## src/rtl/audio_pkg.sv

```systemverilog
// Shared audio definitions: sample width, saturation limits and the
// 32->16 narrowing function used by the store path and the codec serializer.
package audio_pkg;

  localparam int SAMPLE_W = 16;
  localparam logic [SAMPLE_W-1:0] SAT_MAX = 16'h7FFF;
  localparam logic [SAMPLE_W-1:0] SAT_MIN = 16'h8000;

  // Returns {clipped, sample}. A word fits when its top SAMPLE_W+1 bits are
  // all copies of the sign; otherwise it clamps toward its sign.
  function automatic logic [SAMPLE_W:0] sat_narrow(input logic [2*SAMPLE_W-1:0] word);
    logic [SAMPLE_W:0] res;
    logic [SAMPLE_W:0] upper;
    upper = word[2*SAMPLE_W-1:SAMPLE_W-1];
    if ((&upper) || !(|upper)) begin
      res = {1'b0, word[SAMPLE_W-1:0]};
    end else if (word[2*SAMPLE_W-1]) begin
      res = {1'b1, SAT_MIN};
    end else begin
      res = {1'b1, SAT_MAX};
    end
    return res;
  endfunction

endpackage

```

## src/rtl/sample_fifo.sv

```systemverilog
// Synchronous FIFO with a registered output stage.
// count covers every stored entry, including the one shown on dout.
// dout/dout_valid lag a write into an empty FIFO by one cycle (no bypass);
// after a pop the next entry is loaded in the same edge so a full-rate
// stream is sustained. dout holds the last popped value when empty.
module sample_fifo #(
  parameter int WIDTH = 16,
  parameter int DEPTH = 4,
  localparam int AW = $clog2(DEPTH),
  localparam int CW = AW + 1
) (
  input  logic             clk,
  input  logic             reset,
  input  logic             push,
  input  logic [WIDTH-1:0] din,
  input  logic             pop_ready,
  output logic [WIDTH-1:0] dout,
  output logic             dout_valid,
  output logic             full,
  output logic [CW-1:0]    count
);

  logic [WIDTH-1:0] mem [DEPTH];
  logic [AW-1:0]    wptr;
  logic [AW-1:0]    rptr;
  logic [AW-1:0]    rptr_nxt;
  logic [CW-1:0]    count_q;
  logic [WIDTH-1:0] dout_q;
  logic             valid_q;
  logic             wr;
  logic             pop;

  assign full     = (count_q == CW'(DEPTH));
  assign wr       = push & ~full;
  assign pop      = valid_q & pop_ready;
  assign rptr_nxt = rptr + 1'b1;

  assign dout       = dout_q;
  assign dout_valid = valid_q;
  assign count      = count_q;

  // Storage array; no reset needed, contents are qualified by count.
  always_ff @(posedge clk) begin
    if (wr) begin
      mem[wptr] <= din;
    end
  end

  // Pointers, occupancy and the registered output stage.
  always_ff @(posedge clk) begin
    if (reset) begin
      wptr    <= '0;
      rptr    <= '0;
      count_q <= '0;
      dout_q  <= '0;
      valid_q <= 1'b0;
    end else begin
      if (wr) begin
        wptr <= wptr + 1'b1;
      end
      if (pop) begin
        rptr <= rptr_nxt;
      end
      case ({wr, pop})
        2'b10:   count_q <= count_q + 1'b1;
        2'b01:   count_q <= count_q - 1'b1;
        default: count_q <= count_q;
      endcase
      if (pop) begin
        // Another older entry is already stored: present it immediately.
        if (count_q > CW'(1)) begin
          dout_q  <= mem[rptr_nxt];
          valid_q <= 1'b1;
        end else begin
          valid_q <= 1'b0;
        end
      end else if (!valid_q && (count_q != '0)) begin
        dout_q  <= mem[rptr];
        valid_q <= 1'b1;
      end
    end
  end

endmodule

```

## src/rtl/sample_narrow16.sv

```systemverilog
// Narrows 32-bit signed datapath words to saturated 16-bit audio samples,
// buffers them and hands them to the codec path. Also counts clip events.
//
// Handshake (both sides): a transfer happens on a rising edge where valid and
// ready are both 1. A source holding valid must keep its data stable until the
// transfer; valid never depends on ready. in_ready depends only on FIFO
// occupancy (0 when full), never combinationally on out_ready.
module sample_narrow16
  import audio_pkg::*;
#(
  parameter int WIDTH = 16,
  parameter int DEPTH = 4,
  parameter int CNT_W = 8,
  localparam int CW = $clog2(DEPTH) + 1
) (
  input  logic               clk,
  input  logic               reset,
  input  logic               in_valid,
  output logic               in_ready,
  input  logic [2*WIDTH-1:0] in_data,
  output logic               out_valid,
  input  logic               out_ready,
  output logic [WIDTH-1:0]   out_data,
  output logic               clip_pulse,
  output logic [CNT_W-1:0]   clip_count,
  output logic [CW-1:0]      count
);

  logic [WIDTH-1:0] sat_sample;
  logic             sat_clip;
  logic             fifo_full;
  logic             push;
  logic             clip_pulse_q;
  logic [CNT_W-1:0] clip_count_q;

  // The standard 16-bit width uses the shared narrowing function; other
  // widths use the same rule written generically.
  if (WIDTH == SAMPLE_W) begin : g_pkg_sat
    assign {sat_clip, sat_sample} = sat_narrow(in_data);
  end else begin : g_gen_sat
    logic [WIDTH:0] upper;
    assign upper = in_data[2*WIDTH-1:WIDTH-1];
    // Clamp toward the sign when the upper bits are not a pure sign extension.
    always_comb begin
      sat_clip   = 1'b0;
      sat_sample = in_data[WIDTH-1:0];
      if (!((&upper) || !(|upper))) begin
        sat_clip   = 1'b1;
        sat_sample = in_data[2*WIDTH-1] ? {1'b1, {(WIDTH-1){1'b0}}}
                                        : {1'b0, {(WIDTH-1){1'b1}}};
      end
    end
  end

  assign in_ready = ~fifo_full;
  assign push     = in_valid & in_ready;

  sample_fifo #(
    .WIDTH (WIDTH),
    .DEPTH (DEPTH)
  ) u_fifo (
    .clk        (clk),
    .reset      (reset),
    .push       (push),
    .din        (sat_sample),
    .pop_ready  (out_ready),
    .dout       (out_data),
    .dout_valid (out_valid),
    .full       (fifo_full),
    .count      (count)
  );

  // Clip event pulse and saturating clip counter.
  always_ff @(posedge clk) begin
    if (reset) begin
      clip_pulse_q <= 1'b0;
      clip_count_q <= '0;
    end else begin
      clip_pulse_q <= push & sat_clip;
      if (push && sat_clip && !(&clip_count_q)) begin
        clip_count_q <= clip_count_q + 1'b1;
      end
    end
  end

  assign clip_pulse = clip_pulse_q;
  assign clip_count = clip_count_q;

endmodule

```

## config.mk

```make
export PLATFORM = sky130hd
export DESIGN_NAME = sample_narrow16
export DESIGN_NICKNAME = d
export VERILOG_FILES = /design/src/rtl/audio_pkg.sv /design/src/rtl/sample_fifo.sv /design/src/rtl/sample_narrow16.sv
export SDC_FILE = /design/constraint.sdc
export NUM_CORES = 1
export LEC_CHECK = 0
export CORE_MARGIN = 2
export CORE_UTILIZATION = 50
export CTS_CLUSTER_SIZE = 25
export DETAILED_ROUTE_END_ITERATION = 7
export GPL_TIMING_DRIVEN = 0
export PLACE_DENSITY = 0.74
export SYNTH_ARGS = -nofsm -noshare
export SYNTH_HDL_FRONTEND = slang
export SYNTH_HIERARCHICAL = 1
export SYNTH_SLANG_ARGS = --single-unit
```

## constraint.sdc

```tcl
create_clock -name clk -period 3.6 [get_ports clk]
set_clock_uncertainty 0.2 [all_clocks]
set_input_delay 0.72 -clock clk [delete_from_list [all_inputs] [get_ports clk]]
set_output_delay 0.72 -clock clk [all_outputs]
set_load 0.005 [all_outputs]
```

==> results.md, run 1 <==
* Top-Level Pins at 66
* Number of nets in the layout at between 400 and 500
* Per-cell via count in the routed design at 5.764
* Most area-hungry cell type in the Yosys netlist: sky130_fd_sc_hd__edfxtp_1
* Flip-flop and latch count after synthesis at 99
* Max Transition Viols Final at 0
* Final critical-path required period at 3.087 ns
* Reg area at 0.002623 mm^2
* Final number of hold-violating endpoints at 0
* Leakage Power at 1.905 nW
* Critical path cell sequence: inv_1 > ha_1 > and2_1 > nand2b_1 > inv_1 > a21boi_1 > and2_1
* First-pass iteration count of the detailed router at 4
* Drt initial violations at approximately 140
* Share of synthesized registers carrying an async set or reset at 0%
* Largest stage delay, worst path at approximately 0.82 ns
* Element type at the critical path start: flop
* Clk_lat worst skew at ~0.36 ns
* Area of the multi-input gates at between 0.0015 and 0.002 mm^2
* Number of setup violations in the final report at 0
* Unrepaired setup endpoints after global routing: false
* Number of enable-type register cells in the synthesized netlist at 64
* Die Span X at around 100 um
* Number of routed nets with antenna violations at 0
* Clock tree from TritonCTS: done
* Full die area at approximately 0.010 mm^2
* WP data arrival at between 2 and 3 ns
* Yosys top cell area share at approximately two fifths
* Kind of end point of the critical path: flop
* Number of sinks handled by clock tree synthesis at ~100
* Initial core utilization at 50.66%
* Min-delay worst type: flop to flop
* Core footprint at between 0.009 and 0.01 mm^2
* Fraction of layout cells with a size suffix above 1 at 11.01%
* Area growth, synth to finish at 21.72%
* Count of placed standard cells in the final layout, fillers left out at 538
* Buffers added on ports at 65
* Number of diodes at 0
* Clock tree root driver cell: sky130_fd_sc_hd__clkbuf_8
* Overall track demand over capacity in global routing at between 20% and 30%
* Overflow left after global routing at 0
* Row count at 35
* Biggest area contributors in the synthesized netlist: sky130_fd_sc_hd__edfxtp_1 42%, sky130_fd_sc_hd__dfxtp_1 15%, sky130_fd_sc_hd__mux2i_1 7.4%
* YS warnings at 6
* Worst Max-Slew Pin Slew at approximately 0.9 ns
* HPWL Detailed at 6.707 mm
* Number of nets in the synthesized netlist at 392
* Post-CTS Setup Repair Bufs at 0
* # fillers at roughly 740
* Number of distinct library cell variants in the gate-level netlist after synthesis at 46
* CP Max Fanout at 16
* Number of hold buffers added after CTS at 0
* Maximum number of pins on one net before global-route repair at 17
* Standard cell with the maximum stage delay on the critical path: sky130_fd_sc_hd__and2_1
* Final setup margin at a little over 0.5 ns
* Worst slack, placed at roughly 0.37 ns
* Maximum resistive drop on vdd at 235.6 uV
* Post-cts gate resize count at 0
* Cell area after synthesis at 0.004614 mm^2
* Maximum frequency from static timing analysis at approximately 0.32 GHz
* Number of buffers added by the clock tree synthesis step at 9
* Clock-pin slew reported for the worst setup and hold paths after clock tree synthesis at approximately 0.09 ns
* Level count of the clock H-tree at 3
* First-pass GRT wire length at around 16 mm
* Post-synthesis area per instance at 13.34 um^2
* Wirelength per Cell at approximately 18 um
* Post-synthesis cell count at ~350
* Status: finished clean
* Via count of the first global-routing pass at approximately 3200
* Routed vias at about 3100
* Rel. slew slack at ~39%
* Final weighted congestion in routability-driven placement at about 0.76
* Setup TNS at 0 ns
* Wirelength, routed at a little under 10 mm
* Final period util at 85.75%
* Number of buffers between clock root and the deepest sink at 2
* Maximum Capacitance Violations at 0
* Sequential cell area fraction in the yosys report at ~57%
* Critical path data required time at 3.39 ns
* Most common flop cell mapped by yosys: sky130_fd_sc_hd__edfxtp_1
* Remaining design rule violation count at 0
* Antenna violations before repair at 0
* Fin util at about three fifths
* Floorplan die height at about 100 um
* Cell Count Post-Placement at about 520
* P per Cell Area at roughly 600 mW/mm^2
* Worst setup path class: flop to flop
[cells by family (layout without fill, tap and decap cells)]
| logic type | after synthesis | count (layout) | share of synthesized area [%] |
|---|---|---|---|
| simple gates | 79 | 79 | 8.569 |
| flops | 99 | 99 | 56.83 |
| buf+inv | 29 | 110 | 3.335 |
| xor+xnor | 9 | 9 | 1.708 |
| fa+ha+maj | 10 | 10 | 2.711 |
| compound gates | 69 | 69 | 10.77 |
| mux | 51 | 51 | 16.08 |
[sequential cells by signal, summed over array words and instances, names as in the netlist, named ones only]
| name | cells |
|---|---|
| u_fifo/dout_valid | 1 |
| u_fifo/count | 3 |
| u_fifo/dout | 16 |
| u_fifo/mem | 64 |
| u_fifo/wptr | 2 |
| clip_count | 8 |
| u_fifo/rptr | 2 |
| clip_pulse | 1 |
[per-layer routing]
metal  up-vias  GRT usage [%]  share of wire, %
met1      1509          25.44                42
met3         8          3.691               6.0
met4         0          8.219              0.92
met2        96          36.07                51
met5         -              0                 0
li1       1488              -                 -
[cell type report]
cell class / instances / share of cell area (%)
plain buffers: 21 / 2.205
clock buffers: 12 / 2.941
clock inverters: 4 / 0.8465
inverters: 8 / 0.5346
repair buffers: 65 / 11.58
flip-flops and latches: 99 / 46.69
multi-input cells: 218 / 32.72
well taps: 111 / 2.473
[final timing paths]
path | depth (start not counted) | endpoint | slack, ns | start
worst max-delay path | 7 | u_fifo/mem[0][5]$_DFFE_PP_ | 0.51 | u_fifo/count[0]$_SDFFE_PP0P_
worst min-delay path | 1 | u_fifo/dout[12]$_SDFFE_PP0P_ | 0.27 | u_fifo/dout[12]$_SDFFE_PP0P_
worst max register to register | 7 | u_fifo/mem[0][5]$_DFFE_PP_ | 0.51 | u_fifo/count[0]$_SDFFE_PP0P_
worst min register to register | 1 | u_fifo/dout[12]$_SDFFE_PP0P_ | 0.27 | u_fifo/dout[12]$_SDFFE_PP0P_
[power by group]
group | internal [W] | switching, W
registers | 0.00142 | 0.000111
clock network | 0.000376 | 0.000354
logic | 0.000564 | 0.000556
total | 0.00236 | 0.00102
[through the flow]
step	hold slack [ns]	cell area (um^2)	total power (W)
after floorplan	0.2558	4614	0.002213
after CTS	0.2721	5617	0.003409
after global routing	0.2845	5617	0.003588
after detailed placement	0.2457	5404	0.002685
final	0.2654	5617	0.003382
after global placement	0.2424	5404	0.002648
[synthesized netlist by cell type, drive strengths merged, types with 3 or more instances]
cell     count
and2         6
inv          8
xnor2        6
o22ai       16
ha          10
nor2b        3
clkbuf       3
nand2b       3
a211oi       5
nor2        16
dfxtp       35
nand4        6
mux2i       34
o2bb2ai     16
xor2         3
a21oi       22
nand2       31
buf         18
edfxtp      64
nor4         4
mux4        16
[placed cells by master (no fill, tap or decap), types with 2 or more instances in the layout]
master	n
sky130_fd_sc_hd__clkdlybuf4s50_1	65
sky130_fd_sc_hd__edfxtp_1	64
sky130_fd_sc_hd__dfxtp_1	35
sky130_fd_sc_hd__mux2i_1	34
sky130_fd_sc_hd__nand2_1	31
sky130_fd_sc_hd__a21oi_1	20
sky130_fd_sc_hd__nor2_1	16
sky130_fd_sc_hd__o22ai_1	16
sky130_fd_sc_hd__o2bb2ai_1	16
sky130_fd_sc_hd__buf_2	14
sky130_fd_sc_hd__clkbuf_8	12
sky130_fd_sc_hd__ha_1	10
sky130_fd_sc_hd__inv_1	8
sky130_fd_sc_hd__mux4_2	8
sky130_fd_sc_hd__mux4_1	8
sky130_fd_sc_hd__nand4_1	6
sky130_fd_sc_hd__xnor2_1	6
sky130_fd_sc_hd__and2_1	6
sky130_fd_sc_hd__a211oi_1	5
sky130_fd_sc_hd__nor4_1	4
sky130_fd_sc_hd__clkbuf_1	3
sky130_fd_sc_hd__nand2b_1	3
sky130_fd_sc_hd__nor2b_1	3
sky130_fd_sc_hd__xor2_1	3
sky130_fd_sc_hd__a41o_1	2
sky130_fd_sc_hd__a21oi_2	2
sky130_fd_sc_hd__nand3_1	2
sky130_fd_sc_hd__clkinv_2	2
[worst max-delay path, delay by kind of cell, from the launching register on]
family	cells	cell delay, ns
AO/OA/AOI/OAI	1	0.46
adder cells (fa/ha/maj)	1	0.24
buffers and inverters	2	0.18
flip-flops	1	0.45
AND/OR/NAND/NOR	3	1.20
Note: power is estimated with default switching activity, not from simulation.
==> run 2: changes to the inputs <==
--- a/config.mk
+++ b/config.mk
@@ -5,12 +5,14 @@
 export SDC_FILE = /design/constraint.sdc
 export NUM_CORES = 1
 export LEC_CHECK = 0
+export ABC_CLOCK_PERIOD_IN_PS = 3200
 export CORE_MARGIN = 2
 export CORE_UTILIZATION = 50
 export CTS_CLUSTER_SIZE = 25
 export DETAILED_ROUTE_END_ITERATION = 7
 export GPL_TIMING_DRIVEN = 0
 export PLACE_DENSITY = 0.74
+export SLEW_MARGIN = 20
 export SYNTH_ARGS = -nofsm -noshare
 export SYNTH_HDL_FRONTEND = slang
 export SYNTH_HIERARCHICAL = 1
==> constraint.sdc (replaced) <==
create_clock -name clk -period 3.2 [get_ports clk]
set_clock_uncertainty 0.2 [all_clocks]
set_input_delay 0.64 -clock clk [delete_from_list [all_inputs] [get_ports clk]]
set_output_delay 0.64 -clock clk [all_outputs]
set_load 0.005 [all_outputs]
==> run 2 against run 1 <==
  * Total power grew 12%
  * Critical path depth grew 3
  * Sequential power increased by 12%
  * Non-clock buffer count unchanged
  * Via count grew 0.32%
  * Cell count did not move
  * Combinational power up 13%
  * Core utilization grew 0.055 points
==> results.md, run 2 (synthesized netlist as in run 1, its figures left out) <==
* Rel. slew slack at 63.36% (was 38.61%)
* Number of setup violations in the final report at 0 (unchanged)
* Overall track demand over capacity in global routing at 20.62% (unchanged)
* Per-cell via count in the routed design at 5.783 (was 5.764)
* Startpoint of the lowest-slack register-to-register path: u_fifo/count[0]$_SDFFE_PP0P_ (unchanged)
* Die Span X at 100.1 um (unchanged)
* Unrepaired setup endpoints after global routing: false (unchanged)
* Top-Level Pins at 66 (unchanged)
* First-pass iteration count of the detailed router at 4 (unchanged)
* Most flops, register: u_fifo/mem (unchanged)
* Drt initial violations at 135 (unchanged)
* Fraction of layout cells with a size suffix above 1 at 11.94% (was 11.01%)
* Via count of the first global-routing pass at 3150 (unchanged)
* Worst setup path class: flop to flop (unchanged)
* Largest register FFs at 64 (unchanged)
* First-pass GRT wire length at 15.51 mm (unchanged)
* Most common cell after layout, fill and taps aside: sky130_fd_sc_hd__clkdlybuf4s50_1 (unchanged)
* Routed vias at 3111 (was 3101)
* Kind of end point of the critical path: flop (unchanged)
* Hold path startpoint: u_fifo/dout[12]$_SDFFE_PP0P_ (unchanged)
* Number of instances on the worst hold path at 1 (unchanged)
* Maximum frequency from static timing analysis at 0.3397 GHz (was 0.3239 GHz)
* Setup TNS at 0 ns (unchanged)
* Wirelength, routed at 9.685 mm (was 9.682 mm)
* Maximum resistive drop on vdd at 265.0 uV (was 235.6 uV)
* Worst Max-Slew Pin Slew at 0.5496 ns (was 0.9208 ns)
* Maximum Capacitance Violations at 0 (unchanged)
* Clock tree from TritonCTS: done (unchanged)
* Leakage Power at 1.908 nW (was 1.905 nW)
* Clock tree root driver cell: sky130_fd_sc_hd__clkbuf_8 (unchanged)
* R2R setup slack at 0.26 ns (was 0.51 ns)
* Worst reg-to-reg path cell count at 10 (was 7)
* Final period util at 92.00% (was 85.75%)
* Worst slack, placed at 0.04632 ns (was 0.3663 ns)
* Most frequent cells in the layout: 65 x sky130_fd_sc_hd__clkdlybuf4s50_1, 64 x sky130_fd_sc_hd__edfxtp_1, 35 x sky130_fd_sc_hd__dfxtp_1 (unchanged)
* Final number of hold-violating endpoints at 0 (unchanged)
* Final critical-path required period at 2.944 ns (was 3.087 ns)
* Row count at 35 (unchanged)
* Clock-pin slew reported for the worst setup and hold paths after clock tree synthesis at 0.09 ns (about the same)
* Number of sinks handled by clock tree synthesis at 99 (unchanged)
* Wirelength per Cell at 18.00 um (about the same)
* Launch point of the worst path: u_fifo/count[0]$_SDFFE_PP0P_ (unchanged)
* Floorplan die height at 100.1 um (unchanged)
* Worst Hold Path EP: u_fifo/dout[12]$_SDFFE_PP0P_ (unchanged)
* Maximum number of pins on one net before global-route repair at 17 (unchanged)
* Critical path data required time at 3.28 ns (was 3.39 ns)
* Status: finished clean (unchanged)
* HPWL Detailed at 6.707 mm (unchanged)
* End of the worst register-to-register path: u_fifo/count[2]$_SDFFE_PP0P_ (was u_fifo/mem[0][5]$_DFFE_PP_)
* Antenna violations before repair at 0 (unchanged)
* P per Cell Area at 676.7 mW/mm^2 (was 602.1 mW/mm^2)
* # fillers at 738 (was 739)
* Number of buffers between clock root and the deepest sink at 2 (unchanged)
* Area growth, synth to finish at 21.83% (was 21.72%)
* Full die area at 0.01001 mm^2 (unchanged)
* Buffers added on ports at 65 (unchanged)
* Min-delay worst type: flop to flop (unchanged)
* Overflow left after global routing at 0 (unchanged)
* Number of nets in the layout at 468 (unchanged)
* Final weighted congestion in routability-driven placement at 0.7608 (unchanged)
* Post-CTS Setup Repair Bufs at 0 (unchanged)
* WP data arrival at 3.02 ns (was 2.87 ns)
* Max Transition Viols Final at 0 (unchanged)
* Element type at the critical path start: flop (unchanged)
* Remaining design rule violation count at 0 (unchanged)
* Number of buffers added by the clock tree synthesis step at 9 (unchanged)
* Core footprint at 0.009109 mm^2 (unchanged)
* Clk_lat worst skew at 0.36 ns (about the same)
* CP Max Fanout at 8 (was 16)
* Number of routed nets with antenna violations at 0 (unchanged)
* Level count of the clock H-tree at 3 (unchanged)
* Final setup margin at 0.2561 ns (was 0.5129 ns)
* Initial core utilization at 50.66% (unchanged)
* Number of diodes at 0 (unchanged)
## run 2: changes by cell type in the layout (fill, tap and decap cells not counted)
cell and delta:
sky130_fd_sc_hd__and2_1 -4, sky130_fd_sc_hd__and2_2 +4
## run 2: layout make-up
class                           count  area, um^2  area share (%)
Inverter                            8       30.03          0.5342
Clock inverter                      4       47.55          0.8458
Clock buffer                       12       165.2           2.938
Tap cell                          111       138.9           2.471
Multi-Input combinational cell    218        1843           32.78
Sequential cell                    99        2623           46.65
Buffer                             21       123.9           2.203
Timing Repair Buffer               65       650.6           11.57
## run 2: how the worst max path moves through the flow
stage,endpoint,slack [ns],cells past startpoint
final,u_fifo/count[2]$_SDFFE_PP0P_,0.26,10
after global routing,u_fifo/count[2]$_SDFFE_PP0P_,0.08,10
after CTS,u_fifo/mem[1][15]$_DFFE_PP_,0.11,7
after detailed placement,u_fifo/mem[1][8]$_DFFE_PP_,0.05,5
after global placement,u_fifo/mem[3][8]$_DFFE_PP_,0.09,5
after floorplan,u_fifo/count[2]$_SDFFE_PP0P_,0.60,10
## run 2: routing by layer
layer / GRT usage, % / vias up / part of all wire [%]
met5: 0 / - / 0
met3: 3.691 / 10 / 4.5
met4: 8.219 / 0 / 1.2
li1: - / 1486 / -
met2: 36.07 / 94 / 52
met1: 25.44 / 1521 / 42
## run 2: critical path, cell delays in order (launching register included)
cell and delay [ns]:
sky130_fd_sc_hd__dfxtp_1 0.45, sky130_fd_sc_hd__inv_1 0.10, sky130_fd_sc_hd__ha_1 0.24, sky130_fd_sc_hd__and2_1 0.17, sky130_fd_sc_hd__nand2b_1 0.21, sky130_fd_sc_hd__inv_1 0.08, sky130_fd_sc_hd__a21boi_1 0.45, sky130_fd_sc_hd__inv_1 0.09
sky130_fd_sc_hd__ha_1 0.37, sky130_fd_sc_hd__or3_1 0.36, sky130_fd_sc_hd__a21oi_1 0.16
## run 2: per-stage QoR
step           area, um^2  power [W]  utilization [%]  std cells  hold slack (ns)
3_5_place_dp         5404   0.003021            59.33        522           0.2457
3_3_place_gp         5404   0.002979            59.33        522           0.2424
6_report             5622   0.003804            61.72        538           0.2656
4_1_cts              5617   0.003835            61.66        538           0.2721
2_1_floorplan        4614   0.002489                -        346           0.2558
5_1_grt              5622   0.004037            61.72        538           0.2845
## run 2: what timing repair did
item,in CTS,in global routing
setup endpoints to repair,0,51
hold buffers,0,0
resized for setup,0,4
## run 2: power by group
group          switching [W]  total [W]  internal [W]
combinational       0.000625    0.00126      0.000636
clock               0.000397   0.000820      0.000423
sequential          0.000125    0.00172       0.00160
total                0.00115    0.00380       0.00266
==> RTL edit 1: new RTL, config.mk and constraints of run 1 <==
`WIDTH` is set to 16 in 2 places; all go to 18.
--- a/src/rtl/sample_fifo.sv
+++ b/src/rtl/sample_fifo.sv
@@ -5,5 +5,5 @@
 // stream is sustained. dout holds the last popped value when empty.
 module sample_fifo #(
-  parameter int WIDTH = 16,
+  parameter int WIDTH = 18,
   parameter int DEPTH = 4,
   localparam int AW = $clog2(DEPTH),
--- a/src/rtl/sample_narrow16.sv
+++ b/src/rtl/sample_narrow16.sv
@@ -9,5 +9,5 @@
   import audio_pkg::*;
 #(
-  parameter int WIDTH = 16,
+  parameter int WIDTH = 18,
   parameter int DEPTH = 4,
   parameter int CNT_W = 8,
Interface: changed (resized in_data and out_data); port bits go from 66 to 72. The function was not compared with the original's and may differ.
==> RTL edit 1 against run 1 <==
Global-route usage up 0.33 points. Critical endpoint unchanged. Sequential cell count is 10 higher. Critical path depth increased by 1. Final area increased by 8.7%. Area after synthesis grew 9.6%. Setup slack worse by 0.23 ns. Synthesized cell count rose by 4.9%. Wire length is 16% higher. First-iteration DRC count down 16%. Power increased by 2.3%.
==> RTL edit 1: results <==
[placed_design]
gp_congestion = 0.750
dp_hpwl_um = 7630
port-buffer-count = 71

[finish]
drive_above_1_share_pct = 14.4
layout.nets = 495
largest_reg_flops = 72

[worst_setup_path]
r2r_cells = 8
cp_data_arrival_time_ns = 3.09
crit_fanout = 18
r2r_setup_slack_ns = 0.28

[outcome]
status = finished, final reports clean

[global_routing]
grt_use_total_pct = 21.0
grt_max_degree = 19
grt_pass1_wl_um = 17800
grt_pass1_vias = 3573

[logic_synthesis]
synth_edf_count = 72
yosysSeqAreaShare_pct = 57.4
ys_top_cells_by_area = edfxtp_1 43%, dfxtp_1 15%, mux4_2 8.0%

[pwr]
leakage_nw = 2.06
ir_worst_vdd_uv = 217

[timing]
tightestPinTransition_ns = 1.08

[detailed_routing]
vias_per_cell = 5.87
wl_per_cell_um = 19.3

[worst_hold_path]
hold_start = u_fifo/dout[8]
holdPathEnd = u_fifo/dout[8]

[clock_network]
path_clk_slew_ns = 0.11
## RTL edit 1: changes by cell type in the layout (fill, tap and decap cells not counted), sizes merged, moves of 4 or more
cell	run 1	this run
xnor2	6	2
clkdlybuf4s50	65	71
or3	1	5
edfxtp	64	72
nand2	31	4
buf	18	22
o21ai	1	5
mux2i	34	38
a21o	1	18
## RTL edit 1: worst max path at each step
stage	slack (ns)	to	cells after the start	startpoint
6_report	0.28	u_fifo/mem[0][5]	8	u_fifo/count[0]
5_1_grt	0.11	u_fifo/mem[2][2]	8	u_fifo/count[0]
4_1_cts	0.28	u_fifo/mem[1][2]	8	u_fifo/count[0]
3_5_place_dp	0.18	u_fifo/mem[1][11]	5	in_valid
3_3_place_gp	0.25	u_fifo/mem[0][11]	5	in_valid
2_1_floorplan	0.95	u_fifo/count[2]	11	u_fifo/count[0]
## RTL edit 1: worst max-delay path, cell delays in order (launching register included)
cell	delay [ns]
dfxtp_1	0.49
inv_1	0.13
ha_1	0.25
and2_1	0.16
inv_1	0.06
nand2_1	0.14
inv_1	0.11
a21boi_1	0.46
and2_1	0.93
## RTL edit 1: logic make-up after synthesis
family,after synthesis,synth area share (%)
simple gates,56,6.60
flops,109,57.4
xor+xnor,6,1.04
compound gates,94,13.0
mux,56,15.5
buf+inv,32,3.98
fa+ha+maj,10,2.47
## RTL edit 1: metal layers
metal | global-route usage, % | up-vias | wire length [µm]
met5 | 0 | - | 0
met2 | 37.2 | 119 | 5760
li1 | - | 1591 | -
met4 | 6.95 | 0 | 143
met3 | 3.18 | 11 | 699
met1 | 26.3 | 1699 | 4640
## RTL edit 1: metrics by stage
| stage | setup slack [ns] | total power [mW] | cell area, µm² | instances | hold slack, ns |
|---|---|---|---|---|---|
| 6_report | 0.279 | 3.46 | 6100 | 583 | 0.272 |
| 5_1_grt | 0.107 | 3.64 | 6100 | 583 | 0.292 |
| 4_1_cts | 0.280 | 3.47 | 6100 | 583 | 0.275 |
| 3_5_place_dp | 0.180 | 2.83 | 5940 | 567 | 0.251 |
| 3_3_place_gp | 0.253 | 2.79 | 5940 | 567 | 0.245 |
| 2_1_floorplan | 0.950 | 2.39 | 5060 | 363 | 0.256 |
## RTL edit 1: power breakdown
group | switching [mW] | internal (mW)
Sequential | 0.110 | 1.52
Clock | 0.402 | 0.255
Combinational | 0.605 | 0.566
Total | 1.12 | 2.34
## RTL edit 1: layout make-up
class / count / area [µm²]
Sequential cell: 109 / 2900
Buffer: 23 / 168
Multi-Input combinational cell: 222 / 1950
Timing Repair Buffer: 71 / 711
Fill cell: 806 / 3710
Tap cell: 133 / 166
Inverter: 9 / 33.8
Clock inverter: 5 / 37.5
Clock buffer: 11 / 131
==> RTL edit 2: new RTL, flow settings as in run 1 <==
Without the edit above. Register the output `count`, cleared by the reset; this adds one clock of latency there. The other outputs are not delayed to match.
--- a/src/rtl/sample_narrow16.sv
+++ b/src/rtl/sample_narrow16.sv
@@ -26,4 +26,6 @@
   output logic [CW-1:0]      count
 );
+
+  logic [CW-1:0] count_d;
 
   logic [WIDTH-1:0] sat_sample;
@@ -68,5 +70,5 @@
     .dout_valid (out_valid),
     .full       (fifo_full),
-    .count      (count)
+    .count      (count_d)
   );
 
@@ -87,4 +89,12 @@
   assign clip_count = clip_count_q;
 
+  always_ff @(posedge clk) begin
+    if (reset) begin
+      count <= '0;
+    end else begin
+      count <= count_d;
+    end
+  end
+
 endmodule
 
Behaviour: not the same (Yosys sat finds a counterexample within 4 cycles, from zero or initial values and one cycle with reset high).
==> RTL edit 2 against run 1 <==
Wire length increased by 4.2%. Die area is 1.5% higher. Final area up 1.0%. Count of clock-buffer cells in the layout fell by 3. Critical endpoint is now u_fifo/mem[3][14]. Setup slack better by 0.033 ns. Sequential cell count up 3. Area after synthesis up 1.6%. Critical path type unchanged. Core utilization up 0.33 points. Power is 3.6% lower.
==> RTL edit 2: results <==
[worst_setup_path]
cp_data_arrival_time_ns = 2.85

[finish]
finish.cell_count_without_fillers = 547
drive_above_1_share_pct = 9.63
n_fill_cell = 698
layout.nets = 477

[placed_design]
gp_congestion = 0.756
placed_cells = 531
placed_area_mm2 = 0.00548
dp_hpwl_um = 6830

[global_routing]
grt_pass1_vias = 3270
grt_use_total_pct = 21.2
grt_max_degree = 18
grt_pass1_wl_um = 16000

[logic_synthesis]
syn_avg_cell_area_um2 = 13.2
synth_mux_area_share_pct = 15.8
synth-xor-area-share_pct = 1.49
synth_edf_count = 64
synth.lib_cells_used.distinct = 45
synth-compound-area-share_pct = 11.2
synth_commonest_cells = 64 x edfxtp_1, 38 x dfxtp_1, 34 x mux2i_1, 34 x nand2_1, 23 x a21oi_1
yosysSeqAreaShare_pct = 57.2
synthAdderAreaFrac_pct = 2.67
ys_top_cells_by_area = edfxtp_1 41%, dfxtp_1 16%, mux2i_1 7.3%

[detailed_routing]
dr_wl_met3_um = 599
routed_wl_um = 10100
vias_per_cell = 5.73
met2_length_um = 5160

[pwr]
leakage_nw = 1.92

[outcome]
status = finished, final reports clean

[timing]
worst_slew_margin_rel_pct = 38.5
-- RTL edit 2: changes by cell type after synthesis, sizes merged, moves of 2 or more --
cell / run 1 / this run
and4: 2 / 0
nor2: 16 / 18
dfxtp: 35 / 38
nor2b: 3 / 7
a31o: 0 / 2
nand2: 31 / 34
a21oi: 22 / 24
buf: 18 / 15
a211oi: 5 / 2
clkbuf: 3 / 5
-- RTL edit 2: cell type report --
| type | count | area (µm²) | area share, % |
|---|---|---|---|
| Timing Repair Buffer | 65 | 651 | 11.5 |
| Clock inverter | 7 | 72.6 | 1.28 |
| Multi-Input combinational cell | 226 | 1870 | 32.9 |
| Inverter | 7 | 26.3 | 0.463 |
| Buffer | 20 | 114 | 2.01 |
| Clock buffer | 9 | 124 | 2.18 |
| Tap cell | 111 | 139 | 2.45 |
| Sequential cell | 102 | 2680 | 47.3 |
-- RTL edit 2: report_power, final --
group | internal (mW) | switching [mW]
registers | 1.42 | 0.0961
clock network | 0.324 | 0.401
logic | 0.484 | 0.534
total | 2.23 | 1.03
-- RTL edit 2: kinds of logic (layout without fill, tap and decap cells) --
group	count (synthesis)	in the layout
AO/OA/AOI/OAI	72	72
multiplexers	51	51
AND/OR/NAND/NOR	85	85
buffers and inverters	27	108
XOR/XNOR	8	8
adder cells (fa/ha/maj)	10	10
flip-flops	102	102
-- RTL edit 2: metrics by stage --
stage | util [%] | hold slack (ns) | setup WS (ns)
3_3_place_gp | 59.8 | 0.243 | 0.295
4_1_cts | 62.0 | 0.274 | 0.531
5_1_grt | 62.0 | 0.287 | 0.309
3_5_place_dp | 59.8 | 0.246 | 0.285
6_report | 62.0 | 0.269 | 0.546
2_1_floorplan | - | 0.256 | 1.04
-- RTL edit 2: path summary, 6_finish.rpt --
path | end | slack (ns) | cells past startpoint | start
worst min-delay path | u_fifo/dout[13] | 0.27 | 1 | u_fifo/dout[13]
worst max register to register | u_fifo/mem[3][14] | 0.55 | 8 | u_fifo/count[0]
worst max-delay path | u_fifo/mem[3][14] | 0.55 | 8 | u_fifo/count[0]
worst min register to register | u_fifo/dout[13] | 0.27 | 1 | u_fifo/dout[13]
-- RTL edit 2: worst reg2reg max path: stages (launching register included) --
cell	delay, ns
dfxtp_1	0.44
inv_1	0.10
ha_1	0.24
and2_1	0.17
inv_1	0.06
nand2_1	0.10
inv_1	0.09
a21boi_1	0.45
and2_1	0.82
-- RTL edit 2: per-layer routing --
layer / track usage [%] / vias to the layer above
met3: 4.65 / 11
li1: - / 1514
met2: 36.8 / 91
met5: 0 / -
met1: 25.2 / 1519
met4: 9.27 / 0
